$ cat config.mk
export PLATFORM = sky130hd
export DESIGN_NAME = add_seq_ctrl
export DESIGN_NICKNAME = d
export VERILOG_FILES = /design/src/rtl/add_seq_pkg.sv /design/src/rtl/add_seq_fsm.sv /design/src/rtl/add_seq_ctrl.sv
export SDC_FILE = /design/constraint.sdc
export NUM_CORES = 1
export LEC_CHECK = 0
export CORE_MARGIN = 4
export CORE_UTILIZATION = 46
export DETAILED_ROUTE_END_ITERATION = 6
export PLACE_DENSITY_LB_ADDON = 0.3
export REMOVE_ABC_BUFFERS = 1
export SLEW_MARGIN = 30
export SYNTH_ARGS = -nofsm -noshare
export SYNTH_HDL_FRONTEND = slang
export SYNTH_SLANG_ARGS = --single-unit
$ cat constraint.sdc
create_clock -name clk -period 2.5 [get_ports clk]
set_input_delay 0.5 -clock clk [delete_from_list [all_inputs] [get_ports clk]]
set_output_delay 0.5 -clock clk [all_outputs]
set_load 0.005 [all_outputs]
$ cat src/rtl/add_seq_pkg.sv
// Shared constants and state encoding for the nibble-serial add sequencer.
package add_seq_pkg;

  localparam int unsigned NIBBLE = 4;

  typedef enum logic [1:0] {
    S_IDLE = 2'd0,
    S_RUN  = 2'd1,
    S_DONE = 2'd2
  } state_e;

  // Nibble index width; a single-nibble datapath still needs one bit.
  function automatic int unsigned idx_w(input int unsigned n);
    return (n > 1) ? 32'($clog2(n)) : 32'd1;
  endfunction

endpackage

$ cat src/rtl/add_seq_fsm.sv
// Control FSM for add_seq_ctrl: state register, nibble index and
// registered ready/busy/done handshake.
module add_seq_fsm
  import add_seq_pkg::*;
#(
  parameter int unsigned N  = 4,
  parameter int unsigned IW = idx_w(N)
) (
  input  logic          clk,
  input  logic          rst,
  input  logic          start_i,
  output state_e        state_o,
  output logic [IW-1:0] idx_o,
  output logic          accept_c,
  output logic          last_c,
  output logic          ready_o,
  output logic          busy_o,
  output logic          done_o
);

  state_e        state_q, state_d;
  logic [IW-1:0] idx_q, idx_d;

  always_comb begin
    state_d  = state_q;
    idx_d    = idx_q;
    accept_c = 1'b0;
    last_c   = 1'b0;
    case (state_q)
      S_IDLE: begin
        if (start_i) begin
          accept_c = 1'b1;
          idx_d    = '0;
          state_d  = S_RUN;
        end
      end
      S_RUN: begin
        // The index parks at zero after the top nibble instead of wrapping.
        if (idx_q == IW'(N - 1)) begin
          last_c  = 1'b1;
          idx_d   = '0;
          state_d = S_DONE;
        end else begin
          idx_d = idx_q + IW'(1);
        end
      end
      S_DONE:  state_d = S_IDLE;
      default: state_d = S_IDLE;
    endcase
  end

  always_ff @(posedge clk) begin
    if (rst) begin
      state_q <= S_IDLE;
      idx_q   <= '0;
      ready_o <= 1'b1;
      busy_o  <= 1'b0;
      done_o  <= 1'b0;
    end else begin
      state_q <= state_d;
      idx_q   <= idx_d;
      ready_o <= (state_d == S_IDLE);
      busy_o  <= (state_d == S_RUN);
      done_o  <= (state_d == S_DONE);
    end
  end

  assign state_o = state_q;
  assign idx_o   = idx_q;

endmodule

$ cat src/rtl/add_seq_ctrl.sv
// WIDTH-bit adder sequencer time-sharing an external 4-bit add_4, LSB nibble first.
// Optional two's-complement overflow output enabled by ADD_SEQ_OVF_EN.
module add_seq_ctrl
  import add_seq_pkg::*;
#(
  parameter int unsigned WIDTH = 16
) (
  input  logic             clk,
  input  logic             rst,
  input  logic             start,
  input  logic [WIDTH-1:0] a,
  input  logic [WIDTH-1:0] b,
  input  logic             c_in,
  output logic             ready,
  output logic             busy,
  output logic             done,
  output logic [WIDTH-1:0] sum,
  output logic             c_out,
`ifdef ADD_SEQ_OVF_EN
  output logic             ovf,
`endif
  output logic [3:0]       add_0,
  output logic [3:0]       add_1,
  output logic             add_cin,
  input  logic [3:0]       add_out,
  input  logic             add_cout
);

  localparam int unsigned N  = WIDTH / NIBBLE;
  localparam int unsigned IW = idx_w(N);

  state_e        state;
  logic [IW-1:0] idx;
  logic          accept_c, last_c;

  add_seq_fsm #(.N(N), .IW(IW)) u_fsm (
    .clk      (clk),
    .rst      (rst),
    .start_i  (start),
    .state_o  (state),
    .idx_o    (idx),
    .accept_c (accept_c),
    .last_c   (last_c),
    .ready_o  (ready),
    .busy_o   (busy),
    .done_o   (done)
  );

  logic [WIDTH-1:0] a_q, a_d, b_q, b_d, sum_q, sum_d;
  logic [3:0]       add_0_q, add_0_d, add_1_q, add_1_d;
  logic             add_cin_q, add_cin_d, c_out_q, c_out_d;
  logic             ovf_q, ovf_d;

  // Adder pins are registered one cycle ahead: they carry the nibble/carry
  // for the RUN cycle about to start, and zero outside RUN.
  always_comb begin
    a_d       = a_q;
    b_d       = b_q;
    sum_d     = sum_q;
    c_out_d   = c_out_q;
    ovf_d     = ovf_q;
    add_0_d   = '0;
    add_1_d   = '0;
    add_cin_d = 1'b0;
    if (accept_c) begin
      a_d       = a;
      b_d       = b;
      sum_d     = '0;
      c_out_d   = 1'b0;
      ovf_d     = 1'b0;
      add_0_d   = a[NIBBLE-1:0];
      add_1_d   = b[NIBBLE-1:0];
      add_cin_d = c_in;
    end else if (state == S_RUN) begin
      sum_d[NIBBLE*32'(idx) +: NIBBLE] = add_out;
      if (last_c) begin
        c_out_d = add_cout;
        ovf_d   = (a_q[WIDTH-1] == b_q[WIDTH-1]) && (add_out[NIBBLE-1] != a_q[WIDTH-1]);
      end else begin
        add_0_d   = a_q[NIBBLE*(32'(idx) + 32'd1) +: NIBBLE];
        add_1_d   = b_q[NIBBLE*(32'(idx) + 32'd1) +: NIBBLE];
        add_cin_d = add_cout;
      end
    end
  end

  always_ff @(posedge clk) begin
    if (rst) begin
      a_q       <= '0;
      b_q       <= '0;
      sum_q     <= '0;
      c_out_q   <= 1'b0;
      ovf_q     <= 1'b0;
      add_0_q   <= '0;
      add_1_q   <= '0;
      add_cin_q <= 1'b0;
    end else begin
      a_q       <= a_d;
      b_q       <= b_d;
      sum_q     <= sum_d;
      c_out_q   <= c_out_d;
      ovf_q     <= ovf_d;
      add_0_q   <= add_0_d;
      add_1_q   <= add_1_d;
      add_cin_q <= add_cin_d;
    end
  end

  assign sum     = sum_q;
  assign c_out   = c_out_q;
  assign add_0   = add_0_q;
  assign add_1   = add_1_q;
  assign add_cin = add_cin_q;
`ifdef ADD_SEQ_OVF_EN
  assign ovf     = ovf_q;
`else
  logic unused_ovf;
  assign unused_ovf = ovf_q;
`endif

endmodule

==> results of run 1 <==
## metrics by stage
stage	util	setup slack (ns)	TNS (ns)	cells	power, mW
after global routing	0.652	0.144	0	391	2.12
after CTS	0.652	0.389	0	391	2.04
after detailed placement	0.618	0.383	0	375	1.28
after global placement	0.618	0.412	0	375	1.28
after floorplan	-	-0.600	-24.29	229	1.13
final	0.652	0.405	0	391	2.03
## flip-flops by register name (all words and copies together) (netlist names)
signal	count
u_fsm.idx_o	2
b_q	12
a_q	12
u_fsm.ready_o	1
sum	16
add_1	4
add_0	4
u_fsm.busy_o	1
add_cin	1
c_out	1
u_fsm.done_o	1
u_fsm.state_o	2
## worst paths after layout
check / start / to / cells after the start
min: sum[7] / sum[7] / 2
max reg2reg: u_fsm.idx_o[0] / sum[15] / 6
min reg2reg: sum[7] / sum[7] / 2
max: u_fsm.idx_o[0] / sum[15] / 6
## kinds of logic (layout without fill, tap and decap cells)
group / Yosys count / after routing / synth area share
buffers and inverters: 20 / 96 / 0.0511
muxes: 33 / 33 / 0.139
DFF: 57 / 57 / 0.466
adders and majority gates: 6 / 6 / 0.0306
AOI/OAI and AO/OA: 46 / 46 / 0.137
and+or+nand+nor: 83 / 83 / 0.176
## cells in the mapped netlist (all sizes together) (3+ instances only)
cell type   n  area, um2
buf        11       91.3
dfxtp      57       1140
nand3b      4       30.0
nor3b       3       37.5
nor2       32        120
inv         3       11.3
nor2b       3       18.8
a211oi      8        100
mux2i      24        240
nand4      12       75.1
nand2      21       78.8
ha          6       75.1
a21oi      22        110
a22oi      11       82.6
a22o        4       35.0
mux2        9        101
clkbuf      5       18.8
## final cells by class
| cell class | instances | area, um2 | share of cell area |
|---|---|---|---|
| clock buffer | 14 | 163 | 0.0485 |
| clock inverter | 2 | 12.5 | 0.00373 |
| inverter | 4 | 15.0 | 0.00448 |
| multi-input combinational | 168 | 1190 | 0.355 |
| sequential | 57 | 1140 | 0.340 |
| tap | 70 | 87.6 | 0.0261 |
| timing repair buffer | 76 | 743 | 0.222 |
## metal layers
metal | up-vias | GRT usage | wire length [um]
li1 | 1011 | - | -
met1 | 977 | 0.227 | 2540
met2 | 51 | 0.317 | 2770
met3 | 9 | 0.0432 | 273
met4 | 0 | 0.0811 | 92
met5 | - | 0 | 0
## worst max-delay path: stages (launching register included)
cell and delay [ns]:
dfxtp_1 0.51, clkinv_1 0.16, buf_4 0.20, ha_1 0.24, nor4b_1 0.57, nand4_1 0.17
a21oi_1 0.17
## power by group
part           internal (mW)  switching [mW]
Sequential             0.949          0.0249
Combinational          0.154           0.136
Clock                  0.414           0.356
## cell usage in the layout, fill, tap and decap left out
cell type         n
clkdlybuf4s50_1  69
dfxtp_1          57
nor2_1           32
mux2i_1          24
a21oi_1          22
nand2_1          21
nand4_1          12
a22oi_1          11
clkbuf_8         11
mux2_1            9
a211oi_2          8
buf_4             7
ha_1              6
nand3b_1          4
a22o_1            4
inv_1             3
nor2b_1           3
clkbuf_1          3
nor3b_2           2
clkinv_1          1
nor3b_4           1
nor4b_1           1
or2_1             1
nand3_1           1
o21bai_1          1
or2_2             1
nand4bb_1         1
or3b_1            1
nor4_2            1
and4bb_2          1
clkinvlp_4        1
clkinv_2          1
==> qor.yml, run 1 <==
status:
  status: "finished, final reports clean"
setup_path:
  cp_data_arrival_time_ns: 2.35
  required_ns: 2.75
  critPathLaunchType: "flop"
  critPathMaxFanout: 10
  endpoint_kind: "flop"
  worstSetupPathType: "reg2reg"
  r2r_setup_slack_ns: 0.40
clocking:
  postCtsSetupBuffers: 0
  clk_pin_slew_ns: 0.06
  htreeDepth: 3
  clock_latency_ns: 0.33
  numCtsBuffers: 9
  cts_tree: "yes"
  max-clock-path-buffers: 2
  cts_sinks: 57
  cts-root-buf: "clkbuf_8"
  postCtsHoldBufs: 0
  cts_resized: 0
global_route:
  track_usage: 0.187
  overflow: 0
  antenna_found_initial: 0
  grt_start_max_net_pins: 32
  first_global_vias: 2042
  grt_first_pass_wirelength_um: 9360
detailed_routing:
  drc: 0
  drtPass1Iterations: 4
  avgViaCountPerCell: 5.24
  wirelength_um: 5680
  wl_per_cell_um: 14.5
  drtIter0Drc: 127
  antenna_left: 0
  routed-via-count: 2048
synth:
  ys_types: 29
  netlist_area_um2: 2450
  ys_ff_latch: 57
  avgSynthCellArea_um2: 10.0
  yosysSeqAreaShare: 0.466
  async_flop_share: 0
  synth_edf_count: 0
  synthCells: 245
  synth-main-ff-cell: "dfxtp_1"
  yosys_warnings: 0
final_layout:
  nets: 363
  final_area_um2: 3350
  antenna_cells: 0
  area_growth_pct: 36.8
  num-fill-cells: 467
  drive_gt1_frac: 0.106
sta:
  fin_skew_ns: 0.00916
  drv_slew: 0
  rsz0062_at_grt: "no"
  worst_pin_slew_ns: 0.775
  fin_crit_sh: 0.838
  slew_headroom: 0.481
  whs_ns: 0.458
  fmax_mhz: 477
  setup_violations: 0
  final-hold-violation-count: 0
  finalCriticalPeriod_ns: 2.10
power_and_ir_drop:
  power_leakage_nw: 1.24
  powerDensity_nw_per_um2: 607
  ir_drop_mv: 0.484
floorplanning:
  die_w_um: 81.0
  die_h_um: 81.0
  initial_core_util: 0.477
  io_pins: 70
  rows: 26
  core-area_um2: 5140
  die-area_um2: 6560
run:
  cap_violations: 0
placement:
  place_congestion: 0.741
  hpwl_um: 4140
  port_buffers: 69
  dpl_cell_area_um2: 3180
hold_path:
  min_path_type: "reg2reg"
Note: power is estimated with default switching activity, not from simulation.
==> inputs of run 2 (changes only) <==
==> constraint.sdc (replaced) <==
create_clock -name clk -period 2.11 [get_ports clk]
set_input_delay 0.422 -clock clk [delete_from_list [all_inputs] [get_ports clk]]
set_output_delay 0.422 -clock clk [all_outputs]
set_load 0.005 [all_outputs]
==> qor.yml, run 2 (same netlist as run 1, synthesis figures left out) <==
setup_path:
  r2r_setup_slack_ns: 0.40  # about the same
  max_stage_delay_ns: 0.38  # -0.19 ns
  critPathLaunchType: "flop"
  endpoint_kind: "flop"
  crit_path_top_delay_cell: "or3b_1"
  worstSetupPathType: "reg2reg"
  cp_data_arrival_time_ns: 1.97  # -0.38 ns
  crit_path_cell_trace: "clkinv_1 -> ha_1 -> or3b_1 -> nor4_2 -> a22o_1"
  required_ns: 2.37  # -0.38 ns
  critPathMaxFanout: 5  # -5
detailed_routing:
  drc: 0  # unchanged
  antenna_left: 0  # unchanged
  drtIter0Drc: 136  # +7.1%
  wl_per_cell_um: 14.5  # -0.12%
  wirelength_um: 5730  # +0.90%
  routed-via-count: 2051  # +0.15%
  avgViaCountPerCell: 5.19  # -0.87%
  drtPass1Iterations: 4  # unchanged
sta:
  fin_crit_sh: 0.810  # -0.0279
  rsz0062_at_grt: "no"
  setup_violations: 0  # unchanged
  drv_slew: 0  # unchanged
  final-hold-violation-count: 0  # unchanged
  finalCriticalPeriod_ns: 1.71  # -0.386 ns
  fmax_mhz: 585  # +23%
  fin_skew_ns: 0.00696  # -0.00221 ns
  whs_ns: 0.454  # -0.00359 ns
  worst_pin_slew_ns: 0.447  # -0.329 ns
  slew_headroom: 0.702  # +0.221
placement:
  place_congestion: 0.791  # +6.8%
  dp.cells: 380  # +1.3%
  hpwl_um: 4090  # -1.3%
  port_buffers: 69  # unchanged
global_route:
  track_usage: 0.189  # +0.00175
  grt_use_met1: 0.239  # +0.0118
  first_global_vias: 2043  # +0.049%
  grt_first_pass_wirelength_um: 9500  # +1.5%
  busiest_layer: "met2"
  grt_use_met2: 0.302  # -0.0148
  grt_start_max_net_pins: 31  # -3.1%
  antenna_found_initial: 0  # unchanged
  overflow: 0  # unchanged
  grt_use_met3: 0.0443  # +0.00111
power_and_ir_drop:
  power_leakage_nw: 1.26  # +1.7%
  power.total_mw: 2.35  # +15%
  powerDensity_nw_per_um2: 693  # +14%
  ir_drop_mv: 0.370  # -23%
clocking:
  cts_resized: 0  # unchanged
  cts_tree: "yes"
  htreeDepth: 3  # unchanged
  postCtsHoldBufs: 0  # unchanged
  cts-root-buf: "clkbuf_8"
  clock_latency_ns: 0.32  # about the same
  postCtsSetupBuffers: 0  # unchanged
  numCtsBuffers: 9  # unchanged
  max-clock-path-buffers: 2  # unchanged
  clk_pin_slew_ns: 0.06  # about the same
  cts_sinks: 57  # unchanged
floorplanning:
  io_pins: 70  # unchanged
  die_h_um: 81.0  # unchanged
  die_w_um: 81.0  # unchanged
  rows: 26  # unchanged
  core-area_um2: 5140  # unchanged
  initial_core_util: 0.477  # unchanged
  die-area_um2: 6560  # unchanged
final_layout:
  num-fill-cells: 456  # -2.4%
  final_cell_mix: "clkdlybuf4s50_1 (69), dfxtp_1 (57), nor2_1 (32)"
  final_cell_count_no_fill: 395  # +1.0%
  layout_commonest_cell: "clkdlybuf4s50_1"
  drive_gt1_frac: 0.111  # +0.00485
  nets: 368  # +1.4%
  area_growth_pct: 38.1
  largest_reg_flops: 16  # unchanged
  antenna_cells: 0  # unchanged
  fin_util: 0.658  # +0.00609
status:
  status: "finished, final reports clean"
hold_path:
  min_path_type: "reg2reg"
run:
  cap_violations: 0  # unchanged
run 2: cell types whose count changed in the layout (fill, tap and decap cells not counted):
cell,change
buf_4,+4
clkbuf_1,+2
buf_12,+1
clkbuf_8,-1
clkinv_2,-1
clkinvlp_4,-1
run 2: through the flow:
step / worst slack (ns) / TNS [ns] / area (um2)
3_5_place_dp: 0.154 / 0 / 3230
4_1_cts: 0.406 / 0 / 3380
5_1_grt: 0.249 / 0 / 3380
6_report: 0.401 / 0 / 3380
2_1_floorplan: -0.941 / -42.05 / 2340
3_3_place_gp: 0.214 / 0 / 3230
run 2: area by class of cell:
cell class / count / area [um2] / area share
clock buffers: 15 / 156 / 0.0462
inverters: 4 / 15.0 / 0.00444
multi-input cells: 168 / 1190 / 0.352
flip-flops and latches: 57 / 1140 / 0.337
well taps: 70 / 87.6 / 0.0259
repair buffers: 81 / 793 / 0.234
run 2: final timing paths:
kind	start	endpoint	cells after the start
max	u_fsm.idx_o[0]	sum[8]	5
min	sum[0]	sum[0]	2
max reg2reg	u_fsm.idx_o[0]	sum[8]	5
min reg2reg	sum[0]	sum[0]	2
run 2: layer usage:
metal,up-vias,share of wire
met5,-,0
met4,0,0.014
met3,11,0.052
met2,62,0.49
met1,958,0.44
li1,1020,-
run 2: where the power goes:
group	internal, mW	switching (mW)
Sequential	1.12	0.0247
Combinational	0.194	0.169
Clock	0.455	0.380
Total	1.77	0.573
run 2: critical path, delay by kind of cell, from the launching register on:
kind / cells / cell delay [ns]
AO/OA/AOI/OAI: 1 / 0.18
adder cells (fa/ha/maj): 1 / 0.36
buffers and inverters: 1 / 0.11
flip-flops: 1 / 0.33
AND/OR/NAND/NOR: 2 / 0.67
==> inputs of run 3 (changes only) <==
--- a/config.mk
+++ b/config.mk
@@ -6,7 +6,7 @@
 export NUM_CORES = 1
 export LEC_CHECK = 0
 export CORE_MARGIN = 4
-export CORE_UTILIZATION = 46
+export CORE_UTILIZATION = 43
 export DETAILED_ROUTE_END_ITERATION = 6
 export PLACE_DENSITY_LB_ADDON = 0.3
 export REMOVE_ABC_BUFFERS = 1
==> constraint.sdc (replaced) <==
create_clock -name clk -period 1.55 [get_ports clk]
set_input_delay 0.31 -clock clk [delete_from_list [all_inputs] [get_ports clk]]
set_output_delay 0.31 -clock clk [all_outputs]
set_load 0.005 [all_outputs]
==> qor.yml, run 3 (same netlist as run 1, synthesis figures left out) <==
status:
  status: "finished with violations"
  violations: "setup timing"
sta:
  timing.final.ws_setup_ns: -0.0230  # -0.424 ns
  slew_headroom: 0.785  # +0.0824
  finalCriticalPeriod_ns: 1.57  # -0.136 ns
  rsz0062_at_grt: "yes"
  worst_pin_slew_ns: 0.323  # -0.124 ns
  final-hold-violation-count: 0  # unchanged
  fin_skew_ns: 0.00556  # -0.00140 ns
  setup_violations: 4  # +4
  drv_slew: 0  # unchanged
  fmax_mhz: 636  # +8.7%
  fin_crit_sh: 1.01  # +0.205
clocking:
  numCtsBuffers: 9  # unchanged
  postCtsHoldBufs: 0  # unchanged
  clk_pin_slew_ns: 0.06  # about the same
  cts_sinks: 57  # unchanged
  htreeDepth: 3  # unchanged
  clock_latency_ns: 0.33  # about the same
  cts_tree: "yes"
  max-clock-path-buffers: 2  # unchanged
  cts-root-buf: "clkbuf_8"
power_and_ir_drop:
  clkPwrFrac: 0.356  # about the same
  switching_share: 0.244  # about the same
  ir_drop_mv: 0.555  # +50%
  power_leakage_nw: 1.36  # +8.0%
  power_switching_mw: 0.809  # +41%
  seqPwrFrac: 0.472  # -0.018
  powerDensity_nw_per_um2: 920  # +33%
  internal_power_mw: 2.50  # +41%
  p_comb_frac: 0.172  # +0.018
run:
  cap_violations: 0  # unchanged
final_layout:
  layout_commonest_cell: "clkdlybuf4s50_1"
  largest_reg_flops: 16  # unchanged
  fin_util: 0.654  # -0.00429
  final_cell_mix: "clkdlybuf4s50_1 (68), dfxtp_1 (56), nor2_1 (32)"
  area_growth_pct: 47.0
  final_area_um2: 3600  # +6.4%
  antenna_cells: 0  # unchanged
  drive_gt1_frac: 0.178  # +0.0673
  nets: 381  # +3.5%
floorplanning:
  io_pins: 70  # unchanged
  initial_core_util: 0.445  # -0.0317
  rows: 27  # +3.8%
  core-area_um2: 5510  # +7.1%
  die_h_um: 83.5  # +3.1%
  die_w_um: 83.5  # +3.1%
  die-area_um2: 6970  # +6.3%
global_route:
  antenna_found_initial: 0  # unchanged
  grt_first_pass_wirelength_um: 10100  # +6.2%
  track_usage: 0.182  # -0.00717
  overflow: 0  # unchanged
  first_global_vias: 2147  # +5.1%
  grt_start_max_net_pins: 23  # -26%
placement:
  hpwl_um: 4290  # +4.9%
  dpl_cell_area_um2: 3380  # +4.7%
  place_congestion: 0.778  # -1.7%
  port_buffers: 69  # unchanged
detailed_routing:
  antenna_left: 0  # unchanged
  drc: 0  # unchanged
  wirelength_um: 5970  # +4.3%
  routed-via-count: 2074  # +1.1%
  drtIter0Drc: 112  # -18%
  avgViaCountPerCell: 5.07  # -2.3%
  wl_per_cell_um: 14.6  # +0.71%
  drtPass1Iterations: 4  # unchanged
hold_path:
  min_path_type: "in2reg"
setup_path:
  endpoint_kind: "flop"
  critPathLaunchType: "flop"
  cp_data_arrival_time_ns: 1.84  # -0.13 ns
  required_ns: 1.82  # -0.55 ns
  critPathMaxFanout: 4  # -1
  worstSetupPathType: "reg2reg"
==> run 3: what timing repair did <==
item                                   4_1_cts  5_1_grt
endpoints found under the hold margin        0        0
buffers inserted                             1        0
setup endpoints to repair                    8       10
gates resized for setup                      9        4
pin swaps                                    0        4
cloned                                       0        0
==> run 3: power groups by stage <==
stage / sequential [mW] / clock, mW / combinational [mW]
floorplan: 1.59 / 0 / 0.236
global placement: 1.59 / 0 / 0.538
global route: 1.57 / 1.28 / 0.619
CTS: 1.56 / 1.22 / 0.565
detailed placement: 1.59 / 0 / 0.549
finish: 1.56 / 1.18 / 0.569
==> run 3: path summary, 6_finish.rpt <==
check / start / endpoint / slack, ns / cells past startpoint
min: rst / u_fsm.state_o[1] / 0.29 / 2
min reg2reg: sum[6] / sum[6] / 0.45 / 2
max: u_fsm.idx_o[0] / sum[10] / -0.02 / 6
max reg2reg: u_fsm.idx_o[0] / sum[10] / -0.02 / 6
==> run 3: critical path, stage by stage, from the launching register on <==
cell,delay [ns]
dfxtp_2,0.36
clkinv_4,0.07
ha_4,0.28
or3b_4,0.40
nor4_4,0.13
buf_4,0.16
a22o_1,0.11
==> run 3: layout make-up <==
type,instances,area (um2)
inverter,4,20.0
timing repair buffer,94,956
fill,464,1910
tap,72,90.1
sequential,57,1140
clock buffer,14,163
multi-input combinational,168,1230
==> run 3: per-stage QoR <==
stage	instances	TNS, ns	worst slack, ns	hold slack (ns)	total power, mW
2_1_floorplan	229	-71.17	-1.50	0.375	1.83
3_3_place_gp	394	-6.51	-0.170	0.440	2.13
3_5_place_dp	394	-7.91	-0.230	0.441	2.14
4_1_cts	409	-0.0326	-0.0211	0.273	3.35
5_1_grt	409	-0.397	-0.0876	0.313	3.47
6_report	409	-0.0620	-0.0230	0.286	3.31
==> run 3: layer usage <==
| metal | up-vias | global-route usage | routed length, um |
|---|---|---|---|
| li1 | 1050 | - | - |
| met1 | 971 | 0.218 | 2720 |
| met2 | 46 | 0.308 | 2900 |
| met3 | 7 | 0.0543 | 277 |
| met4 | 0 | 0.0687 | 69 |
| met5 | - | 0 | 0 |
